File: config.mk
export PLATFORM = sky130hd
export DESIGN_NAME = trace_frame_buffer_ctrl_flat
export DESIGN_NICKNAME = d
export VERILOG_FILES = /design/src/rtl/trace_pkg.sv /design/src/rtl/trace_frame_buffer_ctrl_if.sv /design/src/rtl/frame_store_ram.sv /design/src/rtl/trace_frame_buffer_ctrl.sv /design/src/flat_wrapper.sv
export SDC_FILE = /design/constraint.sdc
export NUM_CORES = 1
export LEC_CHECK = 0
export ABC_AREA = 1
export BUFFER_PORTS_ARGS = -buffer_cell sky130_fd_sc_hd__buf_2
export CAP_MARGIN = 20
export CORE_MARGIN = 2
export CORE_UTILIZATION = 30
export DETAILED_ROUTE_END_ITERATION = 8
export GPL_TIMING_DRIVEN = 1
export HOLD_SLACK_MARGIN = 0.06
export PLACE_DENSITY_LB_ADDON = 0.08
export SYNTH_ARGS = -nofsm -noshare
export SYNTH_HDL_FRONTEND = slang
export SYNTH_SLANG_ARGS = --single-unit
File: constraint.sdc
create_clock -name clk -period 5.5 [get_ports clk]
set_input_delay 1.1 -clock clk [delete_from_list [all_inputs] [get_ports clk]]
set_output_delay 1.1 -clock clk [all_outputs]
set_load 0.02 [all_outputs]
File: src/rtl/trace_pkg.sv
// trace_pkg: shared constants, read FSM states and helpers for the trace frame buffer
//   WPF  words per TPIU frame, IW its index width
//   WW   packet word width, DCW drop counter width
package trace_pkg;
    localparam int WPF = 8;
    localparam int IW = $clog2(WPF);
    localparam int WW = 16;
    localparam int DCW = 16;
    typedef enum logic [1:0] {IDLE, LOAD, SEND} rd_state_t;
    function automatic logic [DCW-1:0] sat_inc(input logic [DCW-1:0] v);
        return &v ? v : v + 1'b1;
    endfunction
endpackage

File: src/rtl/trace_frame_buffer_ctrl_if.sv
// trace_frame_buffer_ctrl_if: host-side output word stream
//   oValid/oWd/oLast  word, valid and end-of-frame marker (source -> sink)
//   oReady            sink accepts the word when oValid&oReady
interface trace_frame_buffer_ctrl_if;
    import trace_pkg::*;
    logic oValid;
    logic [WW-1:0] oWd;
    logic oLast;
    logic oReady;
    modport master(output oValid, oWd, oLast, input oReady);
    modport slave(input oValid, oWd, oLast, output oReady);
endinterface

File: src/rtl/frame_store_ram.sv
// frame_store_ram: simple dual-port frame store, one write port, one registered read port
//   we/waddr/wdata  write port
//   re/raddr/rdata  read port, rdata updates one clock after re and holds otherwise
module frame_store_ram #(
    parameter int DEPTH = 64,
    parameter int DW = 16,
    localparam int AW = $clog2(DEPTH)
) (
    input  logic          clk,
    input  logic          we,
    input  logic [AW-1:0] waddr,
    input  logic [DW-1:0] wdata,
    input  logic          re,
    input  logic [AW-1:0] raddr,
    output logic [DW-1:0] rdata
);
    logic [DW-1:0] mem [DEPTH];
    always_ff @(posedge clk) begin
        if (we) mem[waddr] <= wdata;
        if (re) rdata <= mem[raddr];
    end
endmodule

File: src/rtl/trace_frame_buffer_ctrl.sv
// trace_frame_buffer_ctrl: N-slot trace frame store with commit/drop accounting and frame read-out
//   clk, rst                     clock, asynchronous active-high reset
//   sync, wrEn, wrWd             trace sync qualifier and packet word strobe/data
//   wrReset, wrCommit, flush     discard partial frame, close frame, synchronous clear
//   out                          host-side word stream (oValid/oWd/oLast/oReady)
//   framesQueued, overflow, dropCnt  committed frame count, sticky full-drop flag, drop counter
module trace_frame_buffer_ctrl
    import trace_pkg::*;
#(
    parameter int SLOTS = 8,
    localparam int SW = $clog2(SLOTS)
) (
    input  logic                       clk,
    input  logic                       rst,
    input  logic                       sync,
    input  logic                       wrEn,
    input  logic [WW-1:0]              wrWd,
    input  logic                       wrReset,
    input  logic                       wrCommit,
    input  logic                       flush,
    trace_frame_buffer_ctrl_if.master  out,
    output logic [SW:0]                framesQueued,
    output logic                       overflow,
    output logic [DCW-1:0]             dropCnt
);
    localparam logic [SW:0] FULL_CNT = (SW+1)'(SLOTS);
    localparam logic [IW:0] WPF_CNT = (IW+1)'(WPF);
    logic [SW-1:0] w_slot, r_slot, r_slot_n;
    logic [IW:0] w_idx, idx_n;
    logic [IW-1:0] r_idx, r_idx_n;
    logic [SW:0] count;
    logic drop_pending, pend_n;
    logic full, wr_blank, wr_ok, wr_drop, commit, commit_ok, commit_bad;
    logic valid_n, last_n, read_done;
    logic [WW-1:0] rd_data;
    rd_state_t state, state_n;
    // A commit sees the word written in the same cycle, so it is judged on idx_n/pend_n.
    always_comb begin
        full = count == FULL_CNT;
        wr_blank = !sync || wrReset;
        wr_ok = !wr_blank && wrEn && !full && w_idx != WPF_CNT;
        wr_drop = !wr_blank && wrEn && !wr_ok;
        idx_n = w_idx + (IW+1)'(wr_ok);
        pend_n = drop_pending || wr_drop;
        commit = !wr_blank && wrCommit;
        commit_ok = commit && idx_n == WPF_CNT && !pend_n && !full;
        commit_bad = commit && !commit_ok;
    end
    always_ff @(posedge clk or posedge rst) begin
        if (rst) begin
            w_slot <= '0;
            w_idx <= '0;
            drop_pending <= 1'b0;
            count <= '0;
            overflow <= 1'b0;
            dropCnt <= '0;
        end else begin
            w_slot <= flush ? '0 : w_slot + SW'(commit_ok);
            w_idx <= flush || wr_blank || commit ? '0 : idx_n;
            drop_pending <= !flush && !wr_blank && !commit && pend_n;
            count <= flush ? '0 : count + (SW+1)'(commit_ok) - (SW+1)'(read_done);
            overflow <= !flush && (overflow || (commit_bad && full));
            dropCnt <= flush ? '0 : commit_bad ? sat_inc(dropCnt) : dropCnt;
        end
    end
    assign framesQueued = count;
    always_comb begin
        state_n = state;
        r_idx_n = r_idx;
        r_slot_n = r_slot;
        valid_n = out.oValid;
        last_n = out.oLast;
        read_done = 1'b0;
        case (state)
            IDLE: begin
                state_n = count != '0 ? LOAD : IDLE;
                r_idx_n = '0;
            end
            LOAD: begin
                state_n = SEND;
                valid_n = 1'b1;
                last_n = r_idx == IW'(WPF - 1);
            end
            SEND: if (out.oReady) begin
                valid_n = 1'b0;
                last_n = 1'b0;
                read_done = out.oLast;
                state_n = out.oLast ? IDLE : LOAD;
                r_idx_n = out.oLast ? r_idx : r_idx + 1'b1;
                r_slot_n = out.oLast ? r_slot + 1'b1 : r_slot;
            end
            default: state_n = IDLE;
        endcase
    end
    always_ff @(posedge clk or posedge rst) begin
        if (rst) begin
            state <= IDLE;
            r_idx <= '0;
            r_slot <= '0;
            out.oValid <= 1'b0;
            out.oLast <= 1'b0;
        end else begin
            state <= flush ? IDLE : state_n;
            r_idx <= flush ? '0 : r_idx_n;
            r_slot <= flush ? '0 : r_slot_n;
            out.oValid <= !flush && valid_n;
            out.oLast <= !flush && last_n;
        end
    end
    // RAM output register has no reset, so the word is masked while nothing is offered.
    assign out.oWd = out.oValid ? rd_data : '0;
    frame_store_ram #(.DEPTH(SLOTS * WPF), .DW(WW)) u_ram (
        .clk   (clk),
        .we    (wr_ok),
        .waddr ({w_slot, w_idx[IW-1:0]}),
        .wdata (wrWd),
        .re    (state == LOAD),
        .raddr ({r_slot, r_idx}),
        .rdata (rd_data)
    );
endmodule
File: src/flat_wrapper.sv
// flat-port wrapper written by rule: the top's interface ports become plain ports
module trace_frame_buffer_ctrl_flat import trace_pkg::*;
#(
    parameter int SLOTS = 8,
    localparam int SW = $clog2(SLOTS)
)
  (clk, rst, sync, wrEn, wrWd, wrReset, wrCommit, flush, framesQueued, overflow, dropCnt, out_oValid, out_oWd, out_oLast, out_oReady);
  trace_frame_buffer_ctrl_if out_i ();
  input  logic clk;
  input  logic rst;
  input  logic sync;
  input  logic wrEn;
  input  logic [WW-1:0] wrWd;
  input  logic wrReset;
  input  logic wrCommit;
  input  logic flush;
  output logic [SW:0] framesQueued;
  output logic overflow;
  output logic [DCW-1:0] dropCnt;
  output wire logic [$bits(out_i.oValid)-1:0] out_oValid;
  output wire logic [$bits(out_i.oWd)-1:0] out_oWd;
  output wire logic [$bits(out_i.oLast)-1:0] out_oLast;
  input wire logic [$bits(out_i.oReady)-1:0] out_oReady;
  assign out_oValid = out_i.oValid;
  assign out_oWd = out_i.oWd;
  assign out_oLast = out_i.oLast;
  assign out_i.oReady = out_oReady;
  trace_frame_buffer_ctrl #(.SLOTS(SLOTS)) u_core (.clk(clk), .rst(rst), .sync(sync), .wrEn(wrEn), .wrWd(wrWd), .wrReset(wrReset), .wrCommit(wrCommit), .flush(flush), .out(out_i), .framesQueued(framesQueued), .overflow(overflow), .dropCnt(dropCnt));
endmodule
==> qor.csv <==
metric;value;unit
Final Hold Fails;0;
width of the die;389;um
number of instances resized during post-cts repair;0;
Initial Util;0.302;
slowest stage cell on the critical path;sky130_fd_sc_hd__nor2_2;
max-cap violations;0;
count of different cell masters after synthesis;35;
peak per-stage delay on the critical path;990;ps
crit-path max FO;16;
Fmax;291;MHz
shortest period the worst path allows;3430;ps
worst clock skew;24.6;ps
fraction of final layout cells with drive strength greater than 1;0.0941;
Post-DP HPWL;82800;um
number of buffers added by the clock tree synthesis step;130;
post-synthesis xor/xnor area fraction;0.00158;
core area;0.147;mm^2
share of the synthesized area in compound gates (AO/OA/AOI/OAI);0.00293;
Synthesized Nets;3899;
worst-margin pin slew;1130;ps
Yosys warning count;0;
unrepaired setup endpoints after global routing;false;
slack of the worst reg-to-reg path;2070;ps
Sink Count;1079;
register area share after synthesis;0.724;
grt total ovfl;0;
result of the run;finished clean;
biggest area contributors in the synthesized netlist;sky130_fd_sc_hd__edfxtp_1, sky130_fd_sc_hd__nand2_1, sky130_fd_sc_hd__nand3_1;
weighted congestion reported at the end of routability-driven placement;0.793;
Root Buffer Master;sky130_fd_sc_hd__clkbuf_16;
share of the synthesized area in the top cell type;0.702;
standard-cell row count;141;
dominant synthesized flop cell;sky130_fd_sc_hd__edfxtp_1;
ys async rst share;0.0361;
DRT iter0 DRCs;2019;
die height;389;um
boundary pin count;63;
Final ANT Viol Nets;0;
area of the die;0.151;mm^2
total negative setup slack;0;ps
final-report max-slew violation count;0;
worst reg2reg path endpoint;u_core.u_ram.mem[18][4];
clock buffer depth;3;
largest area contributor in the netlist;sky130_fd_sc_hd__edfxtp_1;
insertion delay to the later sink of the worst-skew pair;770;ps
fillcell total;14750;
number of search-and-repair iterations in the first detailed-routing pass;5;
Post-Syn Instances;3855;
number of buffers inserted for hold repair after clock tree synthesis;0;
routed wire length;139000;um
VDD IR max;0.314;mV
reg2reg start;u_core.framesQueued[2];
worst hold-check path type;input pin to asynchronous set/reset pin;
global-route wire length before repair;201000;um
drc violations;0;
Crit path top cell by count;sky130_fd_sc_hd__nand3_1;
port buffer count;62;
nature of the critical path endpoint;register;
proportion of synthesized area in mux cells;0;
count of final setup violators;0;
number of levels in the clock H-tree;4;
kind of start point of the critical path;register;
reg2reg path depth;7;
Sequential Area;0.0322;mm^2
post-synthesis share of cell area spent on and, or, nand and nor gates;0.232;
overall via count from detail_route;28363;
layout-stage area growth over the synthesis result;14.3;%
maximum number of pins on one net before global-route repair;133;
arrival time worst endpoint;3800;ps
multi-input gate area in the final layout;0.0109;mm^2
post-CTS setup buffers;0;
worst endpoint required time;5870;ps
Period Utilization, post-route;0.624;
global-route usage over all layers;0.183;
number of antenna violations at the first check in global routing;4;
type of the worst setup path;register to register;
clock slew seen by the registers of the worst setup and hold paths;60;ps
CTS tree;done;
total leakage power;18.3;nW
synthesized-area fraction occupied by adder cells;0.00580;
number of register bits inferred by synthesis;1079;
number of vias per cell;4.77;
main combinational cell family by area after synthesis;simple AND/OR/NAND/NOR gates;
number of enable flip-flop cells after synthesis;1040;
pwr dens;340;mW/mm^2
worst-case headroom to the max-slew limit;0.249;
Netlist Area Pre-Place;0.0445;mm^2
series of cell instances along the critical path;inv_1, ha_1, nand3_1, nand3_1, nor2_1, nand2_1, nor2_2;
number of nets in the layout;3954;
sum of internal, switching and leakage power;17.3;mW
Syn Area/Cell;11.5;um^2
detail-routed net length per standard cell;23.4;um
vias in the first global route;27701;
[report_power, final]
part / switching [mW] / leakage [nW] / internal (mW)
Clock: 3.42 / 1.90 / 4.60
Sequential: 0.00453 / 9.88 / 9.02
Combinational: 0.231 / 6.48 / 0.0285
Total: 3.66 / 18.3 / 13.6
[metal layers]
metal | up-vias | global-route usage | part of all wire
li1 | 13547 | - | -
met1 | 14121 | 0.263 | 0.49
met2 | 526 | 0.288 | 0.46
met3 | 167 | 0.0296 | 0.036
met4 | 2 | 0.0441 | 0.021
met5 | - | 0 | 0.000050
[synthesized netlist by cell type, types with 3 or more instances]
| cell type | instances |
|---|---|
| sky130_fd_sc_hd__a21oi_1 | 9 |
| sky130_fd_sc_hd__buf_1 | 9 |
| sky130_fd_sc_hd__buf_2 | 107 |
| sky130_fd_sc_hd__buf_4 | 43 |
| sky130_fd_sc_hd__buf_6 | 3 |
| sky130_fd_sc_hd__clkbuf_1 | 67 |
| sky130_fd_sc_hd__clkbuf_8 | 3 |
| sky130_fd_sc_hd__dfrtp_1 | 39 |
| sky130_fd_sc_hd__edfxtp_1 | 1040 |
| sky130_fd_sc_hd__ha_1 | 19 |
| sky130_fd_sc_hd__inv_1 | 64 |
| sky130_fd_sc_hd__nand2_1 | 1386 |
| sky130_fd_sc_hd__nand2_2 | 7 |
| sky130_fd_sc_hd__nand3_1 | 903 |
| sky130_fd_sc_hd__nand4_1 | 3 |
| sky130_fd_sc_hd__nor2_1 | 108 |
| sky130_fd_sc_hd__nor3_1 | 5 |
| sky130_fd_sc_hd__o21ai_0 | 13 |
| sky130_fd_sc_hd__xnor2_1 | 5 |
| sky130_fd_sc_hd__xor2_1 | 3 |
[critical path, delay by kind of cell (launching register included)]
kind | cells | cell delay, ps
fa+ha+maj | 1 | 200
buf+inv | 1 | 70
flops | 1 | 340
simple gates | 5 | 2400
[logic make-up (layout without fill, tap and decap cells)]
family / after synthesis / after routing
compound gates: 25 / 25
buf+inv: 299 / 452
flops: 1079 / 1079
other cells: 0 / 3
fa+ha+maj: 20 / 20
xor+xnor: 8 / 8
simple gates: 2424 / 2424
[state kept, by name, summed over array words and instances, names as in the netlist, 3 cells and up]
signal and flops:
u_core.u_ram.rdata 16, u_core.w_idx 4, u_core.u_ram.mem 1024, u_core.dropCnt 16
u_core.w_slot 3, u_core.r_idx 3, u_core.r_slot 3, u_core.framesQueued 4
[layout by cell type (no fill, tap or decap), types with 2 or more instances in the layout]
master / Yosys / layout
sky130_fd_sc_hd__buf_12: 0 / 10
sky130_fd_sc_hd__bufinv_16: 0 / 2
sky130_fd_sc_hd__xnor2_1: 5 / 5
sky130_fd_sc_hd__dfrtp_4: 0 / 3
sky130_fd_sc_hd__diode_2: 0 / 3
sky130_fd_sc_hd__nor2_2: 2 / 34
sky130_fd_sc_hd__o21ai_0: 13 / 13
sky130_fd_sc_hd__nor2_4: 2 / 2
sky130_fd_sc_hd__buf_2: 107 / 62
sky130_fd_sc_hd__clkinv_1: 2 / 31
sky130_fd_sc_hd__clkbuf_16: 0 / 134
sky130_fd_sc_hd__nand2_1: 1386 / 1386
sky130_fd_sc_hd__ha_1: 19 / 19
sky130_fd_sc_hd__inv_6: 0 / 5
sky130_fd_sc_hd__xor2_1: 3 / 3
sky130_fd_sc_hd__edfxtp_1: 1040 / 1040
sky130_fd_sc_hd__clkinv_8: 0 / 5
sky130_fd_sc_hd__nand3_1: 903 / 903
sky130_fd_sc_hd__nand4_1: 3 / 3
sky130_fd_sc_hd__nor3_1: 5 / 5
sky130_fd_sc_hd__inv_1: 64 / 61
sky130_fd_sc_hd__buf_4: 43 / 83
sky130_fd_sc_hd__nand2_2: 7 / 7
sky130_fd_sc_hd__clkinvlp_4: 0 / 4
sky130_fd_sc_hd__inv_16: 0 / 2
sky130_fd_sc_hd__a21oi_1: 9 / 9
sky130_fd_sc_hd__dfrtp_1: 39 / 35
sky130_fd_sc_hd__inv_2: 0 / 2
sky130_fd_sc_hd__nor3b_1: 2 / 2
sky130_fd_sc_hd__clkbuf_1: 67 / 35
sky130_fd_sc_hd__nor2_1: 108 / 76
sky130_fd_sc_hd__clkinv_2: 0 / 12
sky130_fd_sc_hd__clkbuf_8: 3 / 3
[worst max path at each step]
stage                           start                        to  slack, ps  cells after the start
3_5_place_dp                     sync   u_core.u_ram.mem[34][9]       1410                      9
4_1_cts        u_core.framesQueued[2]   u_core.u_ram.mem[18][4]       2030                      7
3_3_place_gp                     sync  u_core.u_ram.mem[18][12]       1390                      9
2_1_floorplan                    sync    u_core.framesQueued[1]       2310                     19
5_1_grt        u_core.framesQueued[2]   u_core.u_ram.mem[34][6]       1870                      7
6_report       u_core.framesQueued[2]   u_core.u_ram.mem[18][4]       2070                      7
[area by class of cell]
| type | count | area share |
|---|---|---|
| Antenna cell | 3 | 0.000148 |
| Tap cell | 1930 | 0.0475 |
| Timing Repair Buffer | 155 | 0.0223 |
| Sequential cell | 1079 | 0.634 |
| Inverter | 67 | 0.00551 |
| Clock inverter | 58 | 0.00785 |
| Multi-Input combinational cell | 2477 | 0.214 |
| Clock buffer | 172 | 0.0693 |
[metrics by stage]
stage | hold slack, ps | area (um^2) | worst slack (ps) | instances | util
6_report | 480 | 50900 | 2070 | 5941 | 0.345
5_1_grt | 489 | 50800 | 1870 | 5938 | 0.345
4_1_cts | 457 | 50800 | 2030 | 5938 | 0.345
3_5_place_dp | 493 | 46900 | 1410 | 5708 | 0.318
3_3_place_gp | 476 | 46900 | 1390 | 5708 | 0.318
2_1_floorplan | 462 | 44500 | 2310 | 3855 | -
Power figures use the tool's default switching activity.
